File: src/rtl/kick_anim_ctrl.sv
// kick_anim_ctrl: kick sprite animation sequencer.
// Steps frames on vsync ticks, drives ROM base, flags hit frame.
module kick_anim_ctrl #(
  parameter int NUM_FRAMES      = 4,
  parameter int TICKS_PER_FRAME = 6,
  parameter int COOLDOWN_TICKS  = 10,
  parameter int HIT_FRAME       = 2,
  parameter int FRAME_PIXELS    = 6144,
  parameter int ADDR_W          = 15
) (
  input  logic              Clk,
  input  logic              Reset,
  input  logic              frame_tick,
  input  logic              kick_req,
  input  logic              hit_stun,
  output logic              anim_active,
  output logic              busy,
  output logic [2:0]        frame_idx,
  output logic [ADDR_W-1:0] frame_base,
  output logic              hit_window,
  output logic              done,
  output logic              aborted
);

  typedef enum logic [1:0] {
    IDLE,
    PLAY,
    RECOVER
  } state_t;

  localparam logic [2:0] LAST_F = 3'(NUM_FRAMES - 1);
  localparam logic [5:0] LAST_T = 6'(TICKS_PER_FRAME - 1);
  localparam logic [7:0] CD_LD  = 8'(COOLDOWN_TICKS);
  localparam logic [2:0] HIT_F  = 3'(HIT_FRAME);

  state_t            state;
  state_t            state_n;
  logic [5:0]        tick_cnt;
  logic [5:0]        tick_n;
  logic [7:0]        cool;
  logic [7:0]        cool_n;
  logic [2:0]        idx_n;
  logic [ADDR_W-1:0] base_n;
  logic              anim_n;
  logic              busy_n;
  logic              hit_n;
  logic              done_n;
  logic              abort_n;

  // State, counters and every output are registered here.
  always_ff @(posedge Clk) begin
    if (Reset) begin
      state       <= IDLE;
      tick_cnt    <= '0;
      cool        <= '0;
      anim_active <= 1'b0;
      busy        <= 1'b0;
      frame_idx   <= '0;
      frame_base  <= '0;
      hit_window  <= 1'b0;
      done        <= 1'b0;
      aborted     <= 1'b0;
    end else begin
      state       <= state_n;
      tick_cnt    <= tick_n;
      cool        <= cool_n;
      anim_active <= anim_n;
      busy        <= busy_n;
      frame_idx   <= idx_n;
      frame_base  <= base_n;
      hit_window  <= hit_n;
      done        <= done_n;
      aborted     <= abort_n;
    end
  end

  // Next state and next outputs; stun aborts any active phase.
  always_comb begin
    state_n = state;
    tick_n  = tick_cnt;
    cool_n  = cool;
    idx_n   = frame_idx;
    anim_n  = anim_active;
    busy_n  = busy;
    done_n  = 1'b0;
    abort_n = 1'b0;
    unique case (state)
      IDLE: begin
        if (kick_req && !hit_stun) begin
          state_n = PLAY;
          tick_n  = '0;
          idx_n   = '0;
          anim_n  = 1'b1;
          busy_n  = 1'b1;
        end
      end
      PLAY: begin
        if (hit_stun) begin
          state_n = IDLE;
          tick_n  = '0;
          cool_n  = '0;
          idx_n   = '0;
          anim_n  = 1'b0;
          busy_n  = 1'b0;
          abort_n = 1'b1;
        end else if (frame_tick) begin
          if (tick_cnt == LAST_T) begin
            tick_n = '0;
            if (frame_idx == LAST_F) begin
              state_n = RECOVER;
              done_n  = 1'b1;
              anim_n  = 1'b0;
              idx_n   = '0;
              cool_n  = CD_LD;
            end else begin
              idx_n = frame_idx + 3'd1;
            end
          end else begin
            tick_n = tick_cnt + 6'd1;
          end
        end
      end
      RECOVER: begin
        if (hit_stun) begin
          state_n = IDLE;
          tick_n  = '0;
          cool_n  = '0;
          idx_n   = '0;
          anim_n  = 1'b0;
          busy_n  = 1'b0;
          abort_n = 1'b1;
        end else if (cool == 8'd0) begin
          state_n = IDLE;
          busy_n  = 1'b0;
        end else if (frame_tick) begin
          if (cool == 8'd1) begin
            state_n = IDLE;
            cool_n  = '0;
            busy_n  = 1'b0;
          end else begin
            cool_n = cool - 8'd1;
          end
        end
      end
      default: begin
        state_n = IDLE;
        tick_n  = '0;
        cool_n  = '0;
        idx_n   = '0;
        anim_n  = 1'b0;
        busy_n  = 1'b0;
      end
    endcase
    base_n = ADDR_W'(32'(idx_n) * 32'(FRAME_PIXELS));
    hit_n  = (state_n == PLAY) && (idx_n == HIT_F);
  end

endmodule

File: config.mk
export PLATFORM = sky130hd
export DESIGN_NAME = kick_anim_ctrl
export DESIGN_NICKNAME = d
export VERILOG_FILES = /design/src/rtl/kick_anim_ctrl.sv
export SDC_FILE = /design/constraint.sdc
export NUM_CORES = 1
export LEC_CHECK = 0
export ABC_CLOCK_PERIOD_IN_PS = 6500
export CORE_MARGIN = 5
export CORE_UTILIZATION = 57
export CTS_CLUSTER_DIAMETER = 40
export DETAILED_ROUTE_END_ITERATION = 8
export PLACE_DENSITY = 0.85
export SKIP_LAST_GASP = 1
export SYNTH_ARGS = -nofsm -noshare
export SYNTH_HDL_FRONTEND = slang
export SYNTH_SLANG_ARGS = --single-unit
File: constraint.sdc
create_clock -name Clk -period 6.5 [get_ports Clk]
set_input_delay 1.625 -clock Clk [delete_from_list [all_inputs] [get_ports Clk]]
set_output_delay 1.625 -clock Clk [all_outputs]
set_load 0.02 [all_outputs]
### Word level (Yosys, flattened, before mapping)

Cells that the tools add are included.

* output and inout port bits: 23
* logic and storage cells: 95
* bits in registers: 39

* reductions and logical operators: 12
* bitwise logic cells: 5
* multiplexer cells: 46
* add/sub/neg operators: 3
* eq/ne operators: 17
* multipliers: 1

Operator list (count)
* $mux 8: 8
* $mux 6: 5
* $pmux 8 s3: 1
* $mux 2: 9
* $mux 3: 6
* $pmux 6 s3: 1
* $ne 3x3->1 const B: 5
* $mux 1: 12
* $pmux 3 s3: 1
* $eq 8x1->1 const B: 1
* $logic_not 8->1: 1
* $ne 4x4->1 const B: 2
* $sub 8x1->8 const B: 1
* $add 6x1->6 const B: 1
* $eq 3x2->1 const B: 2
* $eq 6x3->1 const B: 1
* $ne 2x2->1 const B: 3
* $pmux 1 s3: 2
* $pmux 2 s3: 1
* $reduce_and 6->1: 1
* $not 1->1: 5
* $reduce_and 5->1: 1
* $reduce_or 5->1: 1
* $eq 2x1->1 const B: 2
* 9 further kinds: 11

### Longest topological paths before layout

Gate-level depths: netlist (run 1).

* depth after elaboration: 8
* mapped depth: 12
* mapped depth without buffers: 12

### Worst setup path before layout (run 1)

No wires, ideal clock.

* kind: input to register
* start point: in hit_stun
* end point: reg frame_base[13]
* buffers on the path: 0
* arrival time: 3.468 ns
* required time: 6.434 ns
* stages: 9
* setup slack: 2.966 ns
* setup time: 0.066 ns
* cell sequence: nand2b_1 -> and2_1 -> or3_4 -> a32o_1 -> nor2b_1 -> ha_1 -> inv_1 -> fa_1 -> nor2_1

* cells in the longest elaborated chain, start to end: 5
* elaborated cells on any way between the ends: 7
* those cells by class: 1 x mul; 4 x mux; 2 x reduce/logical

Ends and longest elaborated chain
* from (decl): line 15 `input logic hit_stun,`
* $logic_not 1->1: line 89 `if (kick_req && !hit_stun) begin`
* $logic_and 1x1->1: line 89
* $mux 3: line 89
* $pmux 3 s3 *: line 87 `unique case (state)`
* via idx_n[1]: line 42 `logic [2:0] idx_n;`
* $mul 3x2->4 *: line 154 `base_n = ADDR_W'(32'(idx_n) * 32'(FRAME_PIXELS));`
* to (signal assigned): line 70 `frame_base <= base_n;`
* to (decl): line 19 `output logic [ADDR_W-1:0] frame_base,`

Mark *: on every way through the listed nets, which the timed path passes. The rest lies on a longest branch.
A chain may end at the register's enable or synchronous reset.

### Final worst setup path (run 1)

Ends and elaborated chain as after synthesis.

==> metrics.log, run 1 <==
[metrics] outcome: finished, final reports clean
[metrics] residual DRC count: 0
[metrics] crit start category: primary input
[metrics] count of antenna diodes in the layout: 0
[metrics] crit path kind: primary input to register
[metrics] sequential standard cell area: 541 sq um
[metrics] Post CTS Setup Buffer Count: 0
[metrics] number of buffer cells added on primary ports: 16
[metrics] area of the mapped netlist: 0.00169 sq mm
[metrics] fraction of layout instances using a drive strength above 1: 6.70%
[metrics] largest family of logic cells by synthesized area: simple AND/OR/NAND/NOR gates
[metrics] post-synthesis compound-gate area fraction: 17.7%
[metrics] synthesized-area fraction occupied by adder cells: 10.1%
[metrics] number of cells produced by synthesis: 195
[metrics] Min-Delay Path Class: register to register
[metrics] Total Routing Usage GR: 18.3%
[metrics] post-cts resize count: 0
[metrics] area of all placed cells without fillers: 0.00184 sq mm
[metrics] XOR/XNOR Fraction of Synth Area: 3.12%
[metrics] number of clock buffers inserted by TritonCTS: 3
[metrics] signal arrival time at the worst endpoint: 4.34 ns
[metrics] final worst-path cycle share: 62.8%
[metrics] TritonRoute pass-1 iters: 4
[metrics] number of H-tree levels: 1
[metrics] unrepaired setup endpoints after global routing: no
[metrics] worst-path maximum fanout: 13
[metrics] leading cell types by count after synthesis: 28 x sky130_fd_sc_hd__nor2_1, 27 x sky130_fd_sc_hd__dfxtp_1, 12 x sky130_fd_sc_hd__a21oi_1, 12 x sky130_fd_sc_hd__buf_4, 12 x sky130_fd_sc_hd__ha_1
[metrics] Yosys top cell area share: 32.0%
[metrics] endpoints failing hold: 0
[metrics] uppermost signal routing layer after detailed routing: met4
[metrics] WL met3: 189 um
[metrics] TritonCTS Sinks: 27
[metrics] hold buffers post-CTS: 0
[metrics] average cell area after synthesis: 8.65 sq um
[metrics] Worst EP required: 6.76 ns
[metrics] number of cells on the worst hold path: 2
[metrics] vias in the first global route: 1399
[metrics] Top-Level Pins: 28
[metrics] Post-synth EDFFs: 0
[metrics] Lkg Pwr: 0.701 nW
[metrics] overall die height: 64.4 um
[metrics] register area share after synthesis: 32.0%
[metrics] Max Buffers Root-to-Sink: 2
[metrics] area of the die: 0.00415 sq mm
[metrics] slew at the pin closest to its max-slew limit: 0.760 ns
[metrics] Skew-Pair Late Insertion Delay: 0.33 ns
[metrics] endpoint kind of the worst setup timing path: register
[metrics] Post-synth top flop: sky130_fd_sc_hd__dfxtp_1
[metrics] routed length per placed instance: 14.5 um
[metrics] most frequent cell after synthesis: sky130_fd_sc_hd__nor2_1
[metrics] Fmax achieved: 245 MHz
[metrics] R2R cell count: 11
[metrics] global-route wire length before repair: 6.13 mm
[metrics] post-route non-filler standard cell count: 240
[metrics] # placed instances: 236
[metrics] Simple-Gate Fraction of Synth Area: 26.9%
[metrics] MaxCap Viol Count: 0
[metrics] proportion of register bits with asynchronous set or reset after synthesis: 0%
[metrics] 1st-iter DRT viols: 87
[metrics] Yosys cell types: 50
[metrics] top cells by area, synth: sky130_fd_sc_hd__dfxtp_1 32%, sky130_fd_sc_hd__ha_1 8.9%, sky130_fd_sc_hd__nor2_1 6.2%
[metrics] Final Max Tran Viols: 0
[metrics] maximum number of pins on one net before global-route repair: 21
[metrics] VDD IR max: 0.107 mV
[metrics] total power divided by cell area: 157 mW/mm^2
[metrics] Setup-failing EPs final: 0
[metrics] synthesis-stage register bit count: 27
[metrics] initial cell density of the core: 60.1%
[metrics] net count of the finished layout: 228
[metrics] signed area change from the synthesized netlist to the final layout: 9.27%
[metrics] top cell type by total area after synthesis: sky130_fd_sc_hd__dfxtp_1
[metrics] placeable core area: 0.00281 sq mm
[metrics] detailed-routed wire length on met2: 1.76 mm
[metrics] final wirelength: 3.49 mm
[metrics] Hold Worst Slack: 0.493 ns
[metrics] DP HPWL: 2.71 mm
[metrics] cell chosen for the clock root: sky130_fd_sc_hd__clkbuf_4
[metrics] Chip Width: 64.4 um
[metrics] number of antenna violations at the first check in global routing: 0
[metrics] Warnings, synthesis: 0
[metrics] vias per std cell: 5.80
[metrics] final weighted congestion of routability-driven global placement: 0.847
[metrics] remaining antenna violation count: 0
[metrics] gr ovfl total: 0
[metrics] post-synthesis mux area share: 1.19%
[metrics] worst slew slack as a fraction of its limit: 49.2%
[metrics] clock transition at the registers of the reported paths: 0.15 ns
[metrics] placed standard-cell area: 0.00182 sq mm
[metrics] area used by multi-input combinational logic: 0.00104 sq mm
[metrics] overall via count from detail_route: 1391
[metrics] Tmin final: 4.08 ns
[metrics] Worst Skew: 0.00977 ns
[metrics] CTS tree: built
[metrics] Sum Neg Setup Slack: 0 ns
[metrics] fill count: 234
[metrics] row count: 19
[metrics] wire length on met1: 1.51 mm
sequential cells by signal, indices dropped and copies added, names as in the netlist:
register	cells
aborted	1
anim_active	1
busy	1
cool	8
done	1
frame_base	3
frame_idx	3
hit_window	1
state	2
tick_cnt	6
where the power goes:
part	internal [W]	total (W)	switching (W)
logic	0.0000162	0.0000453	0.0000291
clock network	0.0000241	0.0000733	0.0000492
registers	0.000169	0.000172	0.00000276
total	0.000209	0.000290	0.0000811
cell type report:
| class | count | area share, % |
|---|---|---|
| clock buffers | 4 | 1.43 |
| inverters | 11 | 2.24 |
| multi-input cells | 151 | 56.2 |
| flip-flops and latches | 27 | 29.3 |
| well taps | 31 | 2.10 |
| repair buffers | 16 | 8.69 |
routing by layer:
| layer | vias to the layer above | global-route usage, % |
|---|---|---|
| met1 | 659 | 21.8 |
| met4 | 0 | 7.12 |
| li1 | 685 | - |
| met3 | 5 | 2.80 |
| met5 | - | 0 |
| met2 | 42 | 32.6 |
critical path, cell delays in order:
cell,delay [ns]
sky130_fd_sc_hd__clkdlybuf4s50_1,0.62
sky130_fd_sc_hd__nand2b_1,0.28
sky130_fd_sc_hd__and2_1,0.23
sky130_fd_sc_hd__or3_4,0.43
sky130_fd_sc_hd__a32o_1,0.24
sky130_fd_sc_hd__nor2b_1,0.16
sky130_fd_sc_hd__ha_1,0.20
sky130_fd_sc_hd__inv_1,0.06
sky130_fd_sc_hd__fa_1,0.40
sky130_fd_sc_hd__nor2_1,0.10
cell usage in the layout (no fill, tap or decap), drive strengths merged, types with 2 or more instances in the layout:
cell type / instances
a21oi: 12
a31o: 2
a31oi: 3
and2: 3
clkbuf: 4
clkdlybuf4s50: 16
conb: 11
dfxtp: 27
ha: 12
inv: 11
mux2i: 2
nand2: 10
nand2b: 4
nand3: 5
nand3b: 3
nand4: 2
nand4b: 4
nor2: 28
nor2b: 8
nor3: 4
nor3b: 2
o21ai: 8
o21bai: 2
or3: 2
xnor2: 3
xor2: 3
cells by family (layout without fill, tap and decap cells):
| family | after synthesis | count (layout) |
|---|---|---|
| flops | 27 | 27 |
| mux | 2 | 2 |
| buf+inv | 27 | 31 |
| xor+xnor | 6 | 6 |
| compound gates | 39 | 39 |
| fa+ha+maj | 13 | 13 |
| simple gates | 80 | 80 |
| other cells | 1 | 11 |
path summary, 6_finish.rpt:
path                       startpoint                         to  slack, ns
max reg2reg       state[1]$_SDFF_PP0_  frame_base[13]$_SDFF_PP0_       3.77
min reg2reg  anim_active$_SDFFE_PP0P_   anim_active$_SDFFE_PP0P_       0.49
max                          hit_stun  frame_base[13]$_SDFF_PP0_       2.42
min          anim_active$_SDFFE_PP0P_   anim_active$_SDFFE_PP0P_       0.49
through the flow:
| stage | util, % | setup WS, ns | total power (W) |
|---|---|---|---|
| global placement | 64.8 | 2.19 | 0.000218 |
| finish | 65.7 | 2.42 | 0.000290 |
| detailed placement | 64.8 | 2.08 | 0.000220 |
| CTS | 65.7 | 2.44 | 0.000293 |
| floorplan | - | 2.97 | 0.000213 |
| global route | 65.7 | 2.26 | 0.000307 |
Note: power is estimated with default switching activity, not from simulation.
==> run 2, diff against run 1 <==
ABC_CLOCK_PERIOD_IN_PS = 3950   (was 6500)
CORE_UTILIZATION = 53   (was 57)
PLACE_DENSITY = 0.8   (was 0.85)
clock period = 3.95 ns   (was 6.5 ns; I/O delays follow)
==> metrics.log, run 2 (synthesis results as in run 1) <==
[metrics] outcome: finished, final reports clean
[metrics] number of antenna violations at the first check in global routing: 0 (unchanged)
[metrics] most frequent standard cell in the layout excluding fill and tap cells: sky130_fd_sc_hd__nor2_1
[metrics] area of the die: 0.00441 sq mm (+6.4%)
[metrics] number of clock buffers inserted by TritonCTS: 3 (unchanged)
[metrics] Post CTS Setup Buffer Count: 0 (unchanged)
[metrics] overall die height: 66.4 um (+3.1%)
[metrics] placeable core area: 0.00305 sq mm (+8.8%)
[metrics] Hold Crit Endpoint: busy$_SDFFE_PP0P_
[metrics] Min-Delay Startpoint: busy$_SDFFE_PP0P_
[metrics] endpoints failing hold: 0 (unchanged)
[metrics] Skew-Pair Late Insertion Delay: 0.32 ns (about the same)
[metrics] overall via count from detail_route: 1356 (-2.5%)
[metrics] Final Max Tran Viols: 0 (unchanged)
[metrics] worst reg2reg path endpoint: frame_base[13]$_SDFF_PP0_
[metrics] worst slew slack as a fraction of its limit: 51.2% (+2.0 points)
[metrics] vias per std cell: 5.34 (-7.9%)
[metrics] unrepaired setup endpoints after global routing: no
[metrics] worst-path maximum fanout: 11 (-2)
[metrics] net count of the finished layout: 229 (+0.44%)
[metrics] Top-Level Pins: 28 (unchanged)
[metrics] number of H-tree levels: 1 (unchanged)
[metrics] Chip Width: 66.4 um (+3.1%)
[metrics] hold buffers post-CTS: 0 (unchanged)
[metrics] R2R cell count: 11 (unchanged)
[metrics] initial cell density of the core: 55.2% (-4.9 points)
[metrics] 1st-iter DRT viols: 57 (-34%)
[metrics] TritonCTS Sinks: 27 (unchanged)
[metrics] routed length per placed instance: 12.6 um (-14%)
[metrics] fill count: 293 (+25%)
[metrics] vias in the first global route: 1255 (-10%)
[metrics] flip-flop count of the largest register after layout: 8 (unchanged)
[metrics] slew at the pin closest to its max-slew limit: 0.730 ns (-0.0300 ns)
[metrics] residual DRC count: 0 (unchanged)
[metrics] count of antenna diodes in the layout: 0 (unchanged)
[metrics] Worst Skew: 0.00253 ns (-0.00725 ns)
[metrics] TritonRoute pass-1 iters: 4 (unchanged)
[metrics] crit start category: primary input
[metrics] cell chosen for the clock root: sky130_fd_sc_hd__clkbuf_4
[metrics] Lkg Pwr: 0.708 nW (+1.1%)
[metrics] DP HPWL: 2.53 mm (-6.7%)
[metrics] signed area change from the synthesized netlist to the final layout: 10.8%
[metrics] Total Routing Usage GR: 16.0% (-2.3 points)
[metrics] internal reg-to-reg setup slack: 1.19 ns (-2.58 ns)
[metrics] Worst EP required: 4.21 ns (-2.55 ns)
[metrics] clock transition at the registers of the reported paths: 0.14 ns (about the same)
[metrics] Fmax achieved: 307 MHz
[metrics] fraction of layout instances using a drive strength above 1: 7.62% (+0.92 points)
[metrics] final worst-path cycle share: 82.4%
[metrics] post-layout power: 0.000474 W (+63%)
[metrics] crit path kind: primary input to register
[metrics] final weighted congestion of routability-driven global placement: 0.872 (+3.0%)
[metrics] CTS tree: built
[metrics] remaining antenna violation count: 0 (unchanged)
[metrics] Sum Neg Setup Slack: 0 ns (unchanged)
[metrics] post-cts resize count: 0 (unchanged)
[metrics] MaxCap Viol Count: 0 (unchanged)
[metrics] global-route wire length before repair: 5.58 mm (-9.0%)
[metrics] Setup-failing EPs final: 0 (unchanged)
[metrics] total power divided by cell area: 254 mW/mm^2 (+61%)
[metrics] Tmin final: 3.25 ns
[metrics] final wirelength: 3.19 mm (-8.5%)
[metrics] endpoint kind of the worst setup timing path: register
[metrics] number of buffer cells added on primary ports: 16 (unchanged)
[metrics] number of cells on the worst hold path: 2 (unchanged)
[metrics] critical register-to-register path startpoint: state[1]$_SDFF_PP0_
[metrics] commonest non-fill, non-tap cells in the layout: 28 x sky130_fd_sc_hd__nor2_1, 27 x sky130_fd_sc_hd__dfxtp_1, 16 x sky130_fd_sc_hd__clkdlybuf4s50_1
[metrics] Min-Delay Path Class: register to register
[metrics] maximum number of pins on one net before global-route repair: 21 (unchanged)
[metrics] signal arrival time at the worst endpoint: 3.51 ns (-0.83 ns)
[metrics] VDD IR max: 0.172 mV (+61%)
[metrics] row count: 20 (+1)
[metrics] register containing the most flip-flops in the final layout: cool
[metrics] top flop regs: cool x8, tick_cnt x6
[metrics] gr ovfl total: 0 (unchanged)
[metrics] Max Buffers Root-to-Sink: 2 (unchanged)
## run 2: worst max path at each step
stage	start	to	slack, ns
2_1_floorplan	hit_stun	frame_base[13]$_SDFF_PP0_	1.05
3_3_place_gp	hit_stun	frame_base[14]$_SDFF_PP0_	0.40
3_5_place_dp	hit_stun	frame_base[14]$_SDFF_PP0_	0.35
4_1_cts	hit_stun	frame_base[13]$_SDFF_PP0_	0.71
5_1_grt	hit_stun	frame_base[14]$_SDFF_PP0_	0.55
6_report	hit_stun	frame_base[13]$_SDFF_PP0_	0.70
## run 2: cell type report
type / instances / area, sq um / area share (%)
Clock inverter: 1 / 5.00 / 0.268
Multi-Input combinational cell: 151 / 1040 / 55.5
Sequential cell: 27 / 541 / 28.9
Timing Repair Buffer: 17 / 168 / 8.98
Clock buffer: 3 / 22.5 / 1.21
Inverter: 11 / 41.3 / 2.21
Tap cell: 44 / 55.1 / 2.95
## run 2: critical path, cell delays in order
cell,delay (ns)
sky130_fd_sc_hd__clkdlybuf4s50_1,0.50
sky130_fd_sc_hd__buf_4,0.19
sky130_fd_sc_hd__nand2b_1,0.20
sky130_fd_sc_hd__a41oi_2,0.08
sky130_fd_sc_hd__or3_4,0.39
sky130_fd_sc_hd__a32o_1,0.24
sky130_fd_sc_hd__nor2b_1,0.15
sky130_fd_sc_hd__ha_1,0.20
sky130_fd_sc_hd__inv_1,0.07
sky130_fd_sc_hd__fa_1,0.40
sky130_fd_sc_hd__nor2_1,0.11
## run 2: routing by layer
| layer | vias to the layer above | wire length (um) | GRT usage (%) |
|---|---|---|---|
| li1 | 691 | - | - |
| met1 | 628 | 1600 | 21.6 |
| met2 | 33 | 1410 | 25.0 |
| met3 | 4 | 149 | 4.25 |
| met4 | 0 | 29 | 4.06 |
| met5 | - | 0 | 0 |
## run 2: power breakdown
part,internal [W],leakage [nW],switching (W),total [W]
clock network,0.0000380,0.0177,0.0000802,0.000118
registers,0.000278,0.218,0.00000455,0.000282
logic,0.0000272,0.472,0.0000465,0.0000737
## run 2: through the flow
step | hold WS (ns) | std cells | cell area (sq um) | utilization (%) | setup WS, ns
floorplan | 0.469 | 205 | 1720 | - | 1.05
global placement | 0.475 | 250 | 1840 | 60.3 | 0.402
detailed placement | 0.461 | 250 | 1840 | 60.3 | 0.347
CTS | 0.490 | 254 | 1870 | 61.2 | 0.711
global route | 0.532 | 254 | 1870 | 61.2 | 0.547
finish | 0.484 | 254 | 1870 | 61.2 | 0.697
==> run 3, diff against run 2 <==
ABC_CLOCK_PERIOD_IN_PS = 3150   (was 3950)
clock period = 3.15 ns   (was 3.95 ns; I/O delays follow)
==> metrics.log, run 3 (synthesis results as in run 1) <==
[metrics] flip-flop count of the largest register after layout: 8 (unchanged)
[metrics] TritonRoute pass-1 iters: 4 (unchanged)
[metrics] register containing the most flip-flops in the final layout: cool
[metrics] overall via count from detail_route: 1416 (+4.4%)
[metrics] Lkg Pwr: 0.767 nW (+8.4%)
[metrics] MaxCap Viol Count: 0 (unchanged)
[metrics] row count: 20 (unchanged)
[metrics] VDD IR max: 0.312 mV (+82%)
[metrics] post-cts resize count: 0 (unchanged)
[metrics] residual DRC count: 0 (unchanged)
[metrics] number of antenna violations at the first check in global routing: 0 (unchanged)
[metrics] placeable core area: 0.00305 sq mm (unchanged)
[metrics] commonest non-fill, non-tap cells in the layout: 28 x sky130_fd_sc_hd__nor2_1, 27 x sky130_fd_sc_hd__dfxtp_1, 16 x sky130_fd_sc_hd__clkdlybuf4s50_1
[metrics] signal arrival time at the worst endpoint: 3.14 ns (-0.37 ns)
[metrics] outcome: finished, final reports clean
[metrics] Top-Level Pins: 28 (unchanged)
[metrics] 1st-iter DRT viols: 90 (+58%)
[metrics] critical register-to-register path startpoint: state[1]$_SDFF_PP0_
[metrics] Setup-failing EPs final: 0 (unchanged)
[metrics] vias in the first global route: 1351 (+7.6%)
[metrics] number of clock buffers inserted by TritonCTS: 3 (unchanged)
[metrics] worst slew slack as a fraction of its limit: 62.1% (+11 points)
[metrics] Post CTS Setup Buffer Count: 0 (unchanged)
[metrics] Worst EP required: 3.44 ns (-0.77 ns)
[metrics] Min-Delay Startpoint: busy$_SDFFE_PP0P_
[metrics] Largest stage delay, worst path: 0.46 ns (-0.04 ns)
[metrics] endpoints failing hold: 0 (unchanged)
[metrics] cells along the critical path: clkdlybuf4s50_1 -> nand2b_1 -> and2_1 -> or3_4 -> a32o_1 -> nor2b_1 -> ha_1 -> inv_1 -> fa_1 -> nor2_1
[metrics] final wirelength: 3.45 mm (+8.0%)
[metrics] remaining antenna violation count: 0 (unchanged)
[metrics] Total Routing Usage GR: 17.0% (+1.0 points)
[metrics] global-route wire length before repair: 5.89 mm (+5.7%)
[metrics] Final Max Tran Viols: 0 (unchanged)
[metrics] fraction of layout instances using a drive strength above 1: 13.0% (+5.4 points)
[metrics] initial cell density of the core: 55.2% (unchanged)
[metrics] Chip Width: 66.4 um (unchanged)
[metrics] gr ovfl total: 0 (unchanged)
[metrics] cell chosen for the clock root: sky130_fd_sc_hd__clkbuf_4
[metrics] DP HPWL: 2.77 mm (+9.7%)
[metrics] endpoint kind of the worst setup timing path: register
[metrics] CTS tree: built
[metrics] post-layout power: 0.000613 W (+29%)
[metrics] critical path's slowest cell: sky130_fd_sc_hd__clkdlybuf4s50_1
[metrics] signed area change from the synthesized netlist to the final layout: 16.7%
[metrics] TritonCTS Sinks: 27 (unchanged)
[metrics] crit path kind: primary input to register
[metrics] Tmin final: 2.85 ns
[metrics] crit start category: primary input
[metrics] top flop regs: cool x8, tick_cnt x6
[metrics] overall die height: 66.4 um (unchanged)
[metrics] number of buffer cells added on primary ports: 16 (unchanged)
[metrics] final core utilization: 64.5% (+3.3 points)
[metrics] unrepaired setup endpoints after global routing: no
[metrics] vias per std cell: 5.30 (-0.66%)
[metrics] number of H-tree levels: 1 (unchanged)
[metrics] slew at the pin closest to its max-slew limit: 0.568 ns (-0.162 ns)
[metrics] routed length per placed instance: 12.9 um (+2.8%)
[metrics] maximum number of pins on one net before global-route repair: 17 (-19%)
[metrics] count of antenna diodes in the layout: 0 (unchanged)
[metrics] total power divided by cell area: 311 mW/mm^2 (+23%)
[metrics] final worst-path cycle share: 90.5%
[metrics] net count of the finished layout: 242 (+5.7%)
[metrics] area of the die: 0.00441 sq mm (unchanged)
[metrics] hold buffers post-CTS: 0 (unchanged)
[metrics] most frequent standard cell in the layout excluding fill and tap cells: sky130_fd_sc_hd__nor2_1
[metrics] Worst Skew: 0.0151 ns (+0.0125 ns)
[metrics] Fmax achieved: 351 MHz
[metrics] clock transition at the registers of the reported paths: 0.16 ns (+0.02 ns)
[metrics] worst-path maximum fanout: 4 (-7)
[metrics] Critical path origin: hit_stun
[metrics] Skew-Pair Late Insertion Delay: 0.34 ns (+0.02 ns)
[metrics] Max Buffers Root-to-Sink: 2 (unchanged)
[metrics] Min-Delay Path Class: register to register
[metrics] final weighted congestion of routability-driven global placement: 0.830 (-4.8%)
==> run 3: path summary, 6_finish.rpt <==
check                                    to  slack, ns  cells past startpoint
hold / removal            busy$_SDFFE_PP0P_       0.50                      2
setup reg to reg  frame_base[13]$_SDFF_PP0_       0.46                     11
setup / recovery  frame_base[13]$_SDFF_PP0_       0.30                     10
hold reg to reg           busy$_SDFFE_PP0P_       0.50                      2
==> run 3: layout make-up <==
type	instances	area [sq um]
clock buffers	3	22.5
clock inverters	1	7.51
fillers	278	1080
inverters	11	41.3
multi-input cells	151	1040
flip-flops and latches	27	541
well taps	44	55.1
repair buffers	30	265
==> run 3: through the flow <==
step | TNS (ns) | setup WS [ns] | std cells | cell area, sq um | hold slack [ns]
6_report | 0 | 0.299 | 267 | 1970 | 0.498
5_1_grt | 0 | 0.153 | 267 | 1970 | 0.529
4_1_cts | 0 | 0.295 | 267 | 1970 | 0.503
3_5_place_dp | -0.0935 | -0.0645 | 263 | 1940 | 0.480
3_3_place_gp | 0 | 0.00714 | 263 | 1940 | 0.459
2_1_floorplan | 0 | 0.453 | 205 | 1720 | 0.469
==> run 3: where the power goes <==
group	switching [W]	internal (W)
clock network	0.000106	0.0000487
registers	0.00000561	0.000348
logic	0.0000611	0.0000425
total	0.000173	0.000440
==> run 3: per-layer routing <==
layer / up-vias / part of all wire, % / GRT usage (%)
li1: 717 / - / -
met1: 663 / 45 / 21.3
met2: 30 / 47 / 28.5
met3: 6 / 5.9 / 4.76
met4: 0 / 1.9 / 4.57
met5: - / 0 / 0
==> run 3: worst max-delay path, delay by kind of cell <==
| family | cells | cell delay [ns] |
|---|---|---|
| fa+ha+maj | 2 | 0.60 |
| compound gates | 1 | 0.23 |
| buf+inv | 2 | 0.52 |
| simple gates | 5 | 1.01 |
